$ cat src/rtl/switch_bank.sv
`timescale 1ns/1ps
// switch_bank: CH independent edge-triggered on/off switches that gate W-bit data,
// with an optional per-channel auto-off after TIMEOUT cycles in the on state.
module switch_bank #(
  parameter int CH      = 4,
  parameter int W       = 8,
  parameter int MODE    = 0,
  parameter int TIMEOUT = 0
) (
  input  logic            clk,
  input  logic            rst,
  input  logic [CH-1:0]   on,
  input  logic [CH-1:0]   off,
  input  logic [CH*W-1:0] d,
  output logic [CH*W-1:0] q,
  output logic [CH-1:0]   state,
  output logic [CH-1:0]   expired
);
  localparam int CW = (TIMEOUT > 0) ? $clog2(TIMEOUT + 1) : 1;

  logic [CH-1:0] on_prev;
  logic [CH-1:0] off_prev;
  logic [CH-1:0] on_edge;
  logic [CH-1:0] off_edge;

  // NOTE: registers are written with non-blocking assignments so every flop
  // samples the pre-edge value of its inputs regardless of block ordering.
  // Previous values reset to 1 so inputs held high through reset give no edge.
  always_ff @(posedge clk) begin
    if (rst) begin
      on_prev  <= '1;
      off_prev <= '1;
    end else begin
      on_prev  <= on;
      off_prev <= off;
    end
  end

  assign on_edge  = on  & ~on_prev;
  assign off_edge = off & ~off_prev;

  for (genvar i = 0; i < CH; i++) begin : g_ch
    logic st;
    logic expire_hit;

    if (TIMEOUT > 0) begin : g_timeout
      logic [CW-1:0] cnt;
      logic          exp_r;

      // Any edge in the last on-cycle pre-empts the auto-off.
      assign expire_hit = st && (cnt == CW'(TIMEOUT - 1)) && !on_edge[i] && !off_edge[i];

      always_ff @(posedge clk) begin
        if (rst) begin
          cnt   <= '0;
          exp_r <= 1'b0;
        end else begin
          exp_r <= expire_hit;
          if (!st || on_edge[i] || off_edge[i] || expire_hit) cnt <= '0;
          else                                                cnt <= cnt + CW'(1);
        end
      end

      assign expired[i] = exp_r;
    end else begin : g_no_timeout
      assign expire_hit = 1'b0;
      assign expired[i] = 1'b0;
    end

    always_ff @(posedge clk) begin
      if (rst)                            st <= 1'b0;
      else if (off_edge[i] || expire_hit) st <= 1'b0;
      else if (on_edge[i])                st <= (MODE == 1) ? !st : 1'b1;
    end

    assign state[i]    = st;
    assign q[i*W +: W] = st ? d[i*W +: W] : '0;
  end
endmodule

$ cat config.mk
export PLATFORM = sky130hd
export DESIGN_NAME = switch_bank
export DESIGN_NICKNAME = d
export VERILOG_FILES = /design/src/rtl/switch_bank.sv
export SDC_FILE = /design/constraint.sdc
export NUM_CORES = 1
export LEC_CHECK = 0
export ABC_CLOCK_PERIOD_IN_PS = 800
export BUFFER_PORTS_ARGS = -buffer_cell sky130_fd_sc_hd__buf_4
export CAP_MARGIN = 20
export CORE_ASPECT_RATIO = 0.75
export CORE_MARGIN = 3
export CORE_UTILIZATION = 29
export DETAILED_ROUTE_END_ITERATION = 6
export PLACE_DENSITY = 0.83
export SLEW_MARGIN = 20
export SYNTH_ARGS = -nofsm -noshare
export SYNTH_HDL_FRONTEND = slang
export SYNTH_SLANG_ARGS = --single-unit
export TNS_END_PERCENT = 20
$ cat constraint.sdc
create_clock -name clk -period 0.8 [get_ports clk]
set_clock_uncertainty 0.1 [all_clocks]
set_input_delay 0.16 -clock clk [delete_from_list [all_inputs] [get_ports clk]]
set_output_delay 0.16 -clock clk [all_outputs]
set_load 0.01 [all_outputs]
### Word level (Yosys, flattened, before mapping)

Cells that the tools add are included.

| word-level totals | value |
|---|---|
| bits in registers | 12 |
| input port bits | 42 |
| output and inout port bits | 40 |

| operators by class | value |
|---|---|
| muxes and demuxes | 4 |
| bitwise logic cells | 4 |
| reductions and logical operators | 4 |

Operator list:

| kind | number |
|---|---|
| 2-to-1 mux 8 bit | 4 |
| AND 4 bit | 2 |
| inverter 4 bit | 2 |
| OR reduction 2 bit | 4 |

### Logic depth before layout (Yosys ltp)

Gate-level depths: netlist of run 1.

| depth | value |
|---|---|
| depth after elaboration | 3 |
| mapped depth | 2 |
| gate-level depth less buffers | 2 |

### Worst setup path before layout of run 1

OpenSTA, ideal clock, no wires.

| path | value |
|---|---|
| kind | register to output |
| start | reg g_ch[0].st |
| end | out q[0] |
| data arrival time | 590 ps |
| required time | 540 ps |
| slack | -50 ps |
| cell stages (with the launch flop) | 2 |
| path through | dfxtp_1 and2_2 |

| on the way | value |
|---|---|
| word-level cells in the longest chain between the ends | 1 |

RTL lines:

| element | line | RTL |
|---|---|---|
| start, declared | 43 | `logic st;` |
| start signal, assigned | 73 | `else if (on_edge[i]) st <= (MODE == 1) ? !st : 1'b1;` |
| 2-to-1 mux 8 bit | 77 | `assign q[i*W +: W] = st ? d[i*W +: W] : '0;` |
| end, declared | 15 | `output logic [CH*W-1:0] q,` |

Every way passes these cells.

### Worst setup path in the final report of run 1

| path | value |
|---|---|
| start | reg g_ch[2].st |
| end | out q[20] |

| on the way | value |
|---|---|
| word-level cells in the longest chain between the ends | 1 |

RTL lines:

| element | line |
|---|---|
| start, declared | 43 |
| start signal, assigned | 73 |
| 2-to-1 mux 8 bit | 77 |

Every way passes these cells.

==> out/results.md, run 1 <==
| Result | Value | Unit |
|---|---|---|
| Highest net fanout along the worst path | 10 | - |
| Count of unique library cells instantiated by Yosys | 11 | - |
| Total GRT Usage | 15.1 | % |
| Pin count of the biggest net entering global routing | 13 | - |
| Sequential area share after synthesis | 33.6 | % |
| Wire length on met2 | 1320 | µm |
| Number of placed instances with taps included | 184 | - |
| Failing checks | negative hold slack, negative setup slack | - |
| Number of antenna violations at the first check in global routing | 0 | - |
| Startpoint class of the critical path | flop | - |
| H-tree lvl count | 1 | - |
| Cell type of the slowest stage on the worst timing path | dfxtp_4 | - |
| Worst stage delay on the critical path | 0.38 | ns |
| FILL cells | 189 | - |
| Dominant combinational cell family by area after synthesis | simple AND/OR/NAND/NOR gates | - |
| Post-detailed-route wirelength per cell | 12.4 | µm |
| Run status | complete, but fails checks | - |
| Synth-to-Final Area Change | 109 | % |
| Pre-CTS setup slack | -0.224 | ns |
| Final clock period utilization by the worst path | 150 | % |
| Clock buffers created by TritonCTS | 3 | - |
| Syn Std Cell Area | 714 | µm² |
| First DRT Iteration DRCs | 21 | - |
| # Max-Cap Violations | 0 | - |
| Share of the synthesized netlist area taken by xor and xnor gates | 0 | % |
| Met1 Routed Length | 781 | µm |
| Effective utilization at floorplan | 32.9 | % |
| Height of the die | 49.0 | µm |
| First-pass GRT wire length | 3680 | µm |
| Mux contribution to synthesized area | 0 | % |
| Clock network latency to the later pin of the worst-skew pair | 0.27 | ns |
| Final-report hold violation count | 10 | - |
| Width of the die | 63.3 | µm |
| Total overflow reported by the global router | 0 | - |
| Highest routed metal layer | met3 | - |
| Number of input and output port buffers inserted | 77 | - |
| Final Max Tran Viols | 0 | - |
| Number of diodes | 0 | - |
| Cell leakage power | 0.781 | nW |
| Power per standard cell area | 986 | nW/µm² |
| Detailed Place HPWL | 1900 | µm |
| Clock tree root driver cell | clkbuf_4 | - |
| Leading cell types in the layout, fill and taps excluded | 56 x buf_4, 29 x and2_4, 25 x buf_6 | - |
| Routed met3 length | 222 | µm |
| Worst vdd rail ir drop | 1.00 | mV |
| Achievable Freq | 832 | MHz |
| Final wirelength | 2330 | µm |
| Cell types occupying the most area after synthesis | dfxtp_1 34%, and2_2 34%, a221oi_2 8.4% | - |
| Nets | 200 | - |
| Area of the multi-input gates | 442 | µm² |
| Routed Antenna Nets | 0 | - |
| Flip-flop and latch count after synthesis | 12 | - |
| Area of the die | 3100 | µm² |
| Drt drc | 0 | - |
| Post-place instance area | 1310 | µm² |
| Hold crit path type | input port to flop | - |
| Adder-Cell Fraction of Synth Area | 0 | % |
| Top cell type by total area after synthesis | dfxtp_1 | - |
| Hold_ws | -0.0445 | ns |
| Setup crit end kind | primary output | - |
| Post-Syn Area per Cell | 9.16 | µm² |
| Max Buffers Root-to-Sink | 2 | - |
| Vias in the first global route | 776 | - |
| CP top delay family | flip-flops | - |
| Clock-pin slew reported for the worst setup and hold paths after clock tree synthesis | 0.07 | ns |
| Arrival @ worst endpoint | 0.94 | ns |
| Unrepaired setup endpoints after global routing | true | - |
| Core Area | 2170 | µm² |
| Clock Sink Count | 12 | - |
| Routability Congestion | 0.649 | - |
| Count of yosys warnings during synthesis | 0 | - |
| Start-to-end type of the worst setup path | flop to primary output | - |
| FF+latch area | 255 | µm² |
| Post-detailed-route via-to-cell ratio | 4.02 | - |
| Synthesized instance count | 78 | - |
| Number of standard cells in the layout, taps in and fillers out | 188 | - |
| Utilization after layout | 68.7 | % |
| Number of iterations in the first detailed-routing pass | 4 | - |
| Share of the synthesized area in the top cell type | 33.6 | % |
| Total of endpoints with negative setup slack in the final report | 40 | - |
| Fin crit period | 1.20 | ns |
| Summed negative setup slack over all endpoints | -13.29 | ns |
| Most frequent standard cell in the layout excluding fill and tap cells | buf_4 | - |
| I/O pin count | 82 | - |
| Fraction of layout instances using a drive strength above 1 | 84.6 | % |
| Final worst slack | -0.402 | ns |
| Critical path buffer and inverter count | 1 | - |
| Share of the synthesized area in compound gates (AO/OA/AOI/OAI) | 8.41 | % |
| TritonCTS clock tree | yes | - |
| Basic-gate share of the synthesized area counting and, or, nand and nor cells | 44.1 | % |
| Via count | 755 | - |
| Required time of the critical path | 0.54 | ns |
| Rows | 14 | - |
| Cell-by-cell listing of the critical path | and2_2 -> buf_6 | - |
| Design area | 1490 | µm² |
[report_power, final]
group / internal, W / leakage [nW] / switching [W]
Clock: 0.000174 / 0.0138 / 0.000190
Sequential: 0.000622 / 0.102 / 0.0000296
Combinational: 0.000308 / 0.665 / 0.000146
Total: 0.00110 / 0.781 / 0.000366
[per-stage QoR]
step / total power [W] / hold slack, ns
6_report: 0.00147 / -0.0445
5_1_grt: 0.00156 / -0.0583
4_1_cts: 0.00148 / -0.0560
3_5_place_dp: 0.00105 / 0.239
3_3_place_gp: 0.00104 / 0.235
2_1_floorplan: 0.000818 / 0.140
[registers in the layout, summed over array words and instances (netlist names)]
signal,count
on_prev,4
off_prev,4
g_ch.st,4
[worst register-to-register path, delay by kind of cell (launching register included)]
family                 cells  cell delay, ns
flip-flops                 1            0.40
buffers and inverters      2            0.15
AO/OA/AOI/OAI              1            0.18
[area by class of cell]
type,instances,share of cell area (%)
clock buffer,3,1.51
timing repair buffer,81,47.1
inverter,8,2.01
multi-input combinational,52,29.6
sequential,12,17.1
tap,32,2.68
[synth_stat cells]
cell type	count
and2_2	32
dfxtp_1	12
buf_4	8
or2_1	6
a221oi_2	4
inv_1	4
inv_2	4
nand2b_1	4
or2_2	2
buf_2	1
conb_1	1
[what timing repair did]
| action | in CTS | in global routing |
|---|---|---|
| endpoints found under the setup margin | 40 | 40 |
| pin swaps | 2 | 0 |
| cloned | 0 | 0 |
| setup buffers | 0 | 1 |
| gates resized for setup | 56 | 5 |
| endpoints found under the hold margin | 12 | 11 |
[logic make-up after synthesis]
family                 count (synthesis)
other                                  1
buffers and inverters                 17
AND/OR/NAND/NOR                       44
AO/OA/AOI/OAI                          4
flip-flops                            12
[per-layer routing]
layer | global-route usage (%) | vias up
met5 | 0 | -
met4 | 2.15 | 0
met3 | 7.60 | 0
met2 | 29.8 | 40
met1 | 14.2 | 332
li1 | - | 383
[path summary, 6_finish.rpt]
check	startpoint	slack (ns)	end	cells past startpoint
setup / recovery	g_ch[2].st	-0.40	q[20]	2
hold / removal	off[1]	-0.04	g_ch[1].st	2
setup reg to reg	g_ch[3].st	-0.12	g_ch[3].st	3
hold reg to reg	off_prev[1]	0.34	g_ch[1].st	2
Power figures use the tool's default switching activity.
==> run 2: changes to the inputs <==
--- a/config.mk
+++ b/config.mk
@@ -6,13 +6,14 @@
 export NUM_CORES = 1
 export LEC_CHECK = 0
 export ABC_CLOCK_PERIOD_IN_PS = 800
-export BUFFER_PORTS_ARGS = -buffer_cell sky130_fd_sc_hd__buf_4
+export BUFFER_PORTS_ARGS = -buffer_cell sky130_fd_sc_hd__clkbuf_2
 export CAP_MARGIN = 20
 export CORE_ASPECT_RATIO = 0.75
 export CORE_MARGIN = 3
 export CORE_UTILIZATION = 29
 export DETAILED_ROUTE_END_ITERATION = 6
 export PLACE_DENSITY = 0.83
+export REMOVE_ABC_BUFFERS = 1
 export SLEW_MARGIN = 20
 export SYNTH_ARGS = -nofsm -noshare
 export SYNTH_HDL_FRONTEND = slang
==> out/results.md, run 2 (synthesis results as in run 1) <==
| Result | Value | Unit | Delta |
|---|---|---|---|
| Synth-to-Final Area Change | 73.7 | % | was 109% |
| Max Buffers Root-to-Sink | 2 | - | unchanged |
| Final-report hold violation count | 4 | - | was 10 |
| Clock network latency to the later pin of the worst-skew pair | 0.26 | ns | was 0.27 ns |
| Effective utilization at floorplan | 32.9 | % | unchanged |
| Vias in the first global route | 666 | - | was 776 |
| FF-to-FF Start | g_ch[0].st | - | was g_ch[3].st |
| Worst vdd rail ir drop | 0.688 | mV | was 1.00 mV |
| Via count | 757 | - | was 755 |
| Post-detailed-route wirelength per cell | 10.4 | µm | was 12.4 µm |
| Power per standard cell area | 1060 | nW/µm² | was 986 nW/µm² |
| Failing checks | negative hold slack, negative setup slack | - | unchanged |
| Number of iterations in the first detailed-routing pass | 2 | - | was 4 |
| Start-to-end type of the worst setup path | flop to primary output | - | unchanged |
| Reg-to-Reg End | g_ch[0].st | - | was g_ch[3].st |
| Area of the multi-input gates | 403 | µm² | was 442 µm² |
| Hold crit path type | input port to flop | - | unchanged |
| Most frequent standard cell in the layout excluding fill and tap cells | clkbuf_2 | - | was buf_4 |
| Fraction of layout instances using a drive strength above 1 | 83.3 | % | was 84.6% |
| Rows | 14 | - | unchanged |
| Number of diodes | 0 | - | unchanged |
| Number of standard cells in the layout, taps in and fillers out | 188 | - | unchanged |
| Nets | 200 | - | unchanged |
| Clock buffers created by TritonCTS | 3 | - | unchanged |
| Clock tree root driver cell | clkbuf_4 | - | unchanged |
| Final wirelength | 1960 | µm | was 2330 µm |
| Total GRT Usage | 12.0 | % | was 15.1% |
| Final clock period utilization by the worst path | 148 | % | was 150% |
| R2r setup slk | -0.13 | ns | was -0.12 ns |
| Final Max Tran Viols | 0 | - | unchanged |
| Height of the die | 49.0 | µm | unchanged |
| Number of antenna violations at the first check in global routing | 0 | - | unchanged |
| Post-place instance area | 1110 | µm² | was 1310 µm² |
| I/O pin count | 82 | - | unchanged |
| Clock Sink Count | 12 | - | unchanged |
| Leading cell types in the layout, fill and taps excluded | 64 x clkbuf_2, 22 x and2_2, 10 x and2_4 | - | was 56 x buf_4, 29 x and2_4, 25 x buf_6 |
| # Max-Cap Violations | 0 | - | unchanged |
| First DRT Iteration DRCs | 13 | - | was 21 |
| Total of endpoints with negative setup slack in the final report | 40 | - | unchanged |
| Required time of the critical path | 0.54 | ns | about the same |
| Regs by FF count | g_ch.st x4, off_prev x4, on_prev x4 | - | unchanged |
| Arrival @ worst endpoint | 0.93 | ns | was 0.94 ns |
| FF+latch area | 255 | µm² | unchanged |
| Startpoint class of the critical path | flop | - | unchanged |
| FILL cells | 223 | - | was 189 |
| Core Area | 2170 | µm² | unchanged |
| Cell leakage power | 0.700 | nW | was 0.781 nW |
| Width of the die | 63.3 | µm | unchanged |
| Pre-CTS setup slack | -0.222 | ns | was -0.224 ns |
| First-pass GRT wire length | 3020 | µm | was 3680 µm |
| Area of the die | 3100 | µm² | unchanged |
| Clock-pin slew reported for the worst setup and hold paths after clock tree synthesis | 0.07 | ns | about the same |
| Highest net fanout along the worst path | 10 | - | unchanged |
| Design area | 1240 | µm² | was 1490 µm² |
| Run status | complete, but fails checks | - | unchanged |
| Count of cells along the worst register-to-register path | 3 | - | unchanged |
| Final worst slack | -0.385 | ns | was -0.402 ns |
| Fin crit period | 1.19 | ns | was 1.20 ns |
| Hold_ws | -0.0204 | ns | was -0.0445 ns |
| Worst Min Path Start | off[3] | - | was off[1] |
| Hold EP | g_ch[3].st | - | was g_ch[1].st |
| Post-detailed-route via-to-cell ratio | 4.03 | - | was 4.02 |
| H-tree lvl count | 1 | - | unchanged |
| Routed Antenna Nets | 0 | - | unchanged |
| Routability Congestion | 0.588 | - | was 0.649 |
| Achievable Freq | 844 | MHz | was 832 MHz |
| Number of input and output port buffers inserted | 77 | - | unchanged |
| Number of placed instances with taps included | 184 | - | unchanged |
| Unrepaired setup endpoints after global routing | true | - | unchanged |
| Summed negative setup slack over all endpoints | -13.01 | ns | was -13.29 ns |
| Worst hold path cell count | 2 | - | unchanged |
| Total overflow reported by the global router | 0 | - | unchanged |
| Drt drc | 0 | - | unchanged |
| Setup crit end kind | primary output | - | unchanged |
| Pin count of the biggest net entering global routing | 13 | - | unchanged |
| TritonCTS clock tree | yes | - | unchanged |
==> run 2: what timing repair did <==
action,in CTS,in global routing
gates resized for setup,20,21
setup buffers,1,0
setup endpoints to repair,40,40
endpoints found under the hold margin,11,7
cloned,0,0
==> run 2: power by group <==
part	switching (W)	internal [W]
clock network	0.000167	0.000173
logic	0.000133	0.000202
registers	0.0000223	0.000623
total	0.000321	0.000998
==> run 2: worst max-delay path by stage <==
stage | startpoint | endpoint | depth (start not counted)
3_3_place_gp | g_ch[0].st | q[0] | 2
5_1_grt | g_ch[0].st | q[3] | 2
6_report | g_ch[1].st | q[8] | 2
2_1_floorplan | g_ch[0].st | q[0] | 1
3_5_place_dp | g_ch[0].st | q[0] | 2
4_1_cts | g_ch[1].st | q[8] | 2
==> run 2: area by class of cell <==
type | count | area share, %
clock buffers | 3 | 1.81
repair buffers | 81 | 39.5
inverters | 8 | 2.42
multi-input cells | 52 | 32.5
flip-flops and latches | 12 | 20.6
well taps | 32 | 3.23
==> run 2: metal layers <==
metal / global-route usage [%] / wire length, µm / vias up
met2: 23.5 / 1090 / 40
li1: - / - / 385
met5: 0 / 0 / -
met1: 11.2 / 649 / 332
met4: 1.08 / 0 / 0
met3: 6.91 / 217 / 0
==> run 2: critical path: stages, from the launching register on <==
cell and delay, ns:
dfxtp_4 0.37, and2_2 0.17, clkbuf_2 0.13
==> run 2: metrics by stage <==
stage	total power [W]	utilization [%]	hold slack (ns)
floorplan	0.000782	-	0.126
global placement	0.000952	51.0	0.258
detailed placement	0.000963	51.0	0.262
CTS	0.00134	54.5	-0.0346
global route	0.00142	57.1	-0.0415
finish	0.00132	57.1	-0.0204
==> run 3: changes to the inputs <==
--- a/config.mk
+++ b/config.mk
@@ -10,9 +10,10 @@
 export CAP_MARGIN = 20
 export CORE_ASPECT_RATIO = 0.75
 export CORE_MARGIN = 3
-export CORE_UTILIZATION = 29
+export CORE_UTILIZATION = 31
+export CTS_BUF_LIST = sky130_fd_sc_hd__clkbuf_8
 export DETAILED_ROUTE_END_ITERATION = 6
-export PLACE_DENSITY = 0.83
+export PLACE_DENSITY = 0.87
 export REMOVE_ABC_BUFFERS = 1
 export SLEW_MARGIN = 20
 export SYNTH_ARGS = -nofsm -noshare
==> out/results.md, run 3 (synthesis results as in run 1) <==
| Result | Value | Unit | Delta |
|---|---|---|---|
| Post-detailed-route wirelength per cell | 10.6 | µm | was 10.4 µm |
| Pre-CTS setup slack | -0.219 | ns | was -0.222 ns |
| TritonCTS clock tree | yes | - | unchanged |
| Leading cell types in the layout, fill and taps excluded | 66 x clkbuf_2, 23 x and2_2, 9 x and2_4 | - | was 64 x clkbuf_2, 22 x and2_2, 10 x and2_4 |
| Number of iterations in the first detailed-routing pass | 2 | - | unchanged |
| Unrepaired setup endpoints after global routing | true | - | unchanged |
| Clock network latency to the later pin of the worst-skew pair | 0.23 | ns | was 0.26 ns |
| Cell-by-cell listing of the critical path | and2_2 -> clkbuf_2 | - | unchanged |
| Final-report hold violation count | 0 | - | was 4 |
| Effective utilization at floorplan | 34.0 | % | was 32.9% |
| Height of the die | 47.6 | µm | was 49.0 µm |
| Detailed Place HPWL | 1650 | µm |  |
| Hold crit path type | input port to flop | - | unchanged |
| Regs by FF count | g_ch.st x4, off_prev x4, on_prev x4 | - | unchanged |
| Summed negative setup slack over all endpoints | -11.86 | ns | was -13.01 ns |
| Critical path buffer and inverter count | 1 | - | unchanged |
| Drt drc | 0 | - | unchanged |
| Most frequent standard cell in the layout excluding fill and tap cells | clkbuf_2 | - | unchanged |
| Arrival @ worst endpoint | 0.89 | ns | was 0.93 ns |
| Final wirelength | 1920 | µm | was 1960 µm |
| Number of antenna violations at the first check in global routing | 0 | - | unchanged |
| First DRT Iteration DRCs | 9 | - | was 13 |
| # Max-Cap Violations | 0 | - | unchanged |
| H-tree lvl count | 1 | - | unchanged |
| Pin count of the biggest net entering global routing | 13 | - | unchanged |
| Pwr Total | 0.00149 | W | was 0.00132 W |
| Rows | 14 | - | unchanged |
| Worst vdd rail ir drop | 0.858 | mV | was 0.688 mV |
| Final clock period utilization by the worst path | 143 | % | was 148% |
| Clock Sink Count | 12 | - | unchanged |
| Core Area | 2100 | µm² | was 2170 µm² |
| Run status | complete, but fails checks | - | unchanged |
| I/O pin count | 82 | - | unchanged |
| Fraction of layout instances using a drive strength above 1 | 83.5 | % | was 83.3% |
| Clock tree root driver cell | clkbuf_8 | - | was clkbuf_4 |
| Max Buffers Root-to-Sink | 2 | - | unchanged |
| Hold_ws | 0.0159 | ns | was -0.0204 ns |
| Nets | 202 | - | was 200 |
| Clock buffers created by TritonCTS | 3 | - | unchanged |
| Highest net fanout along the worst path | 10 | - | unchanged |
| Required time of the critical path | 0.54 | ns | about the same |
| Cell type of the slowest stage on the worst timing path | dfxtp_4 | - | unchanged |
| Final Max Tran Viols | 0 | - | unchanged |
| Final worst slack | -0.345 | ns | was -0.385 ns |
| Worst stage delay on the critical path | 0.36 | ns | was 0.37 ns |
| Fin crit period | 1.15 | ns | was 1.19 ns |
| Vias in the first global route | 604 | - | was 666 |
| Power per standard cell area | 1190 | nW/µm² | was 1060 nW/µm² |
| Number of diodes | 0 | - | unchanged |
| Clock-pin slew reported for the worst setup and hold paths after clock tree synthesis | 0.05 | ns | was 0.07 ns |
| Setup crit end kind | primary output | - | unchanged |
| CP top delay family | flip-flops | - | unchanged |
| Routability Congestion | 0.552 | - | was 0.588 |
| Design area | 1250 | µm² | was 1240 µm² |
| Achievable Freq | 873 | MHz | was 844 MHz |
| Width of the die | 61.4 | µm | was 63.3 µm |
| Start-to-end type of the worst setup path | flop to primary output | - | unchanged |
| Total of endpoints with negative setup slack in the final report | 40 | - | unchanged |
| Area of the die | 2920 | µm² | was 3100 µm² |
| First-pass GRT wire length | 2270 | µm | was 3020 µm |
| Synth-to-Final Area Change | 74.6 | % | was 73.7% |
| FILL cells | 185 | - | was 223 |
| Total GRT Usage | 10.8 | % | was 12.0% |
| Via count | 753 | - | was 757 |
| Failing checks | negative setup slack | - | was negative hold slack, negative setup slack |
| Startpoint class of the critical path | flop | - | unchanged |
| Post-detailed-route via-to-cell ratio | 4.14 | - | was 4.03 |
| Cts hold-fix bufs | 0 | - |  |
| Post-place instance area | 1110 | µm² | about the same |
| Total overflow reported by the global router | 0 | - | unchanged |
| Cell leakage power | 0.713 | nW | was 0.700 nW |
| Routed Antenna Nets | 0 | - | unchanged |
| Number of input and output port buffers inserted | 77 | - | unchanged |
==> run 3: stage by stage <==
step,std cells,utilization (%)
3_5_place_dp,177,52.6
5_1_grt,182,59.3
6_report,182,59.3
3_3_place_gp,177,52.6
2_1_floorplan,72,-
4_1_cts,182,57.0
==> run 3: repair_timing <==
action,CTS,global route
buffers inserted,2,0
pin swaps,1,0
gates resized for setup,18,19
setup endpoints to repair,40,40
==> run 3: worst register-to-register path, delay by kind of cell, from the launching register on <==
| family | cells | cell delay, ns |
|---|---|---|
| flops | 1 | 0.38 |
| compound gates | 1 | 0.21 |
| buf+inv | 2 | 0.14 |
==> run 3: final timing paths <==
path	start	endpoint	slack, ns	cells past startpoint
setup reg to reg	g_ch[3].st	g_ch[3].st	-0.11	3
hold / removal	off[3]	g_ch[3].st	0.02	2
setup / recovery	g_ch[3].st	q[27]	-0.35	2
hold reg to reg	off_prev[3]	g_ch[3].st	0.34	2
==> run 3: layout make-up <==
| class | count | area [µm²] | area share (%) |
|---|---|---|---|
| flip-flops and latches | 12 | 255 | 20.5 |
| well taps | 24 | 30.0 | 2.41 |
| repair buffers | 83 | 489 | 39.2 |
| multi-input cells | 52 | 402 | 32.2 |
| inverters | 8 | 30.0 | 2.41 |
| clock buffers | 3 | 41.3 | 3.31 |
==> run 3: power breakdown <==
| group | internal (W) | total [W] | switching, W | leakage [nW] |
|---|---|---|---|---|
| Sequential | 0.000625 | 0.000647 | 0.0000222 | 0.102 |
| Clock | 0.000328 | 0.000508 | 0.000180 | 0.0216 |
| Combinational | 0.000201 | 0.000334 | 0.000133 | 0.589 |
==> run 3: per-layer routing <==
layer	global-route usage (%)	share of wire, %	vias to the layer above
met2	24.7	58	41
met5	0	0	-
met3	4.85	11	0
met1	8.35	30	327
li1	-	-	385
met4	1.27	0	0
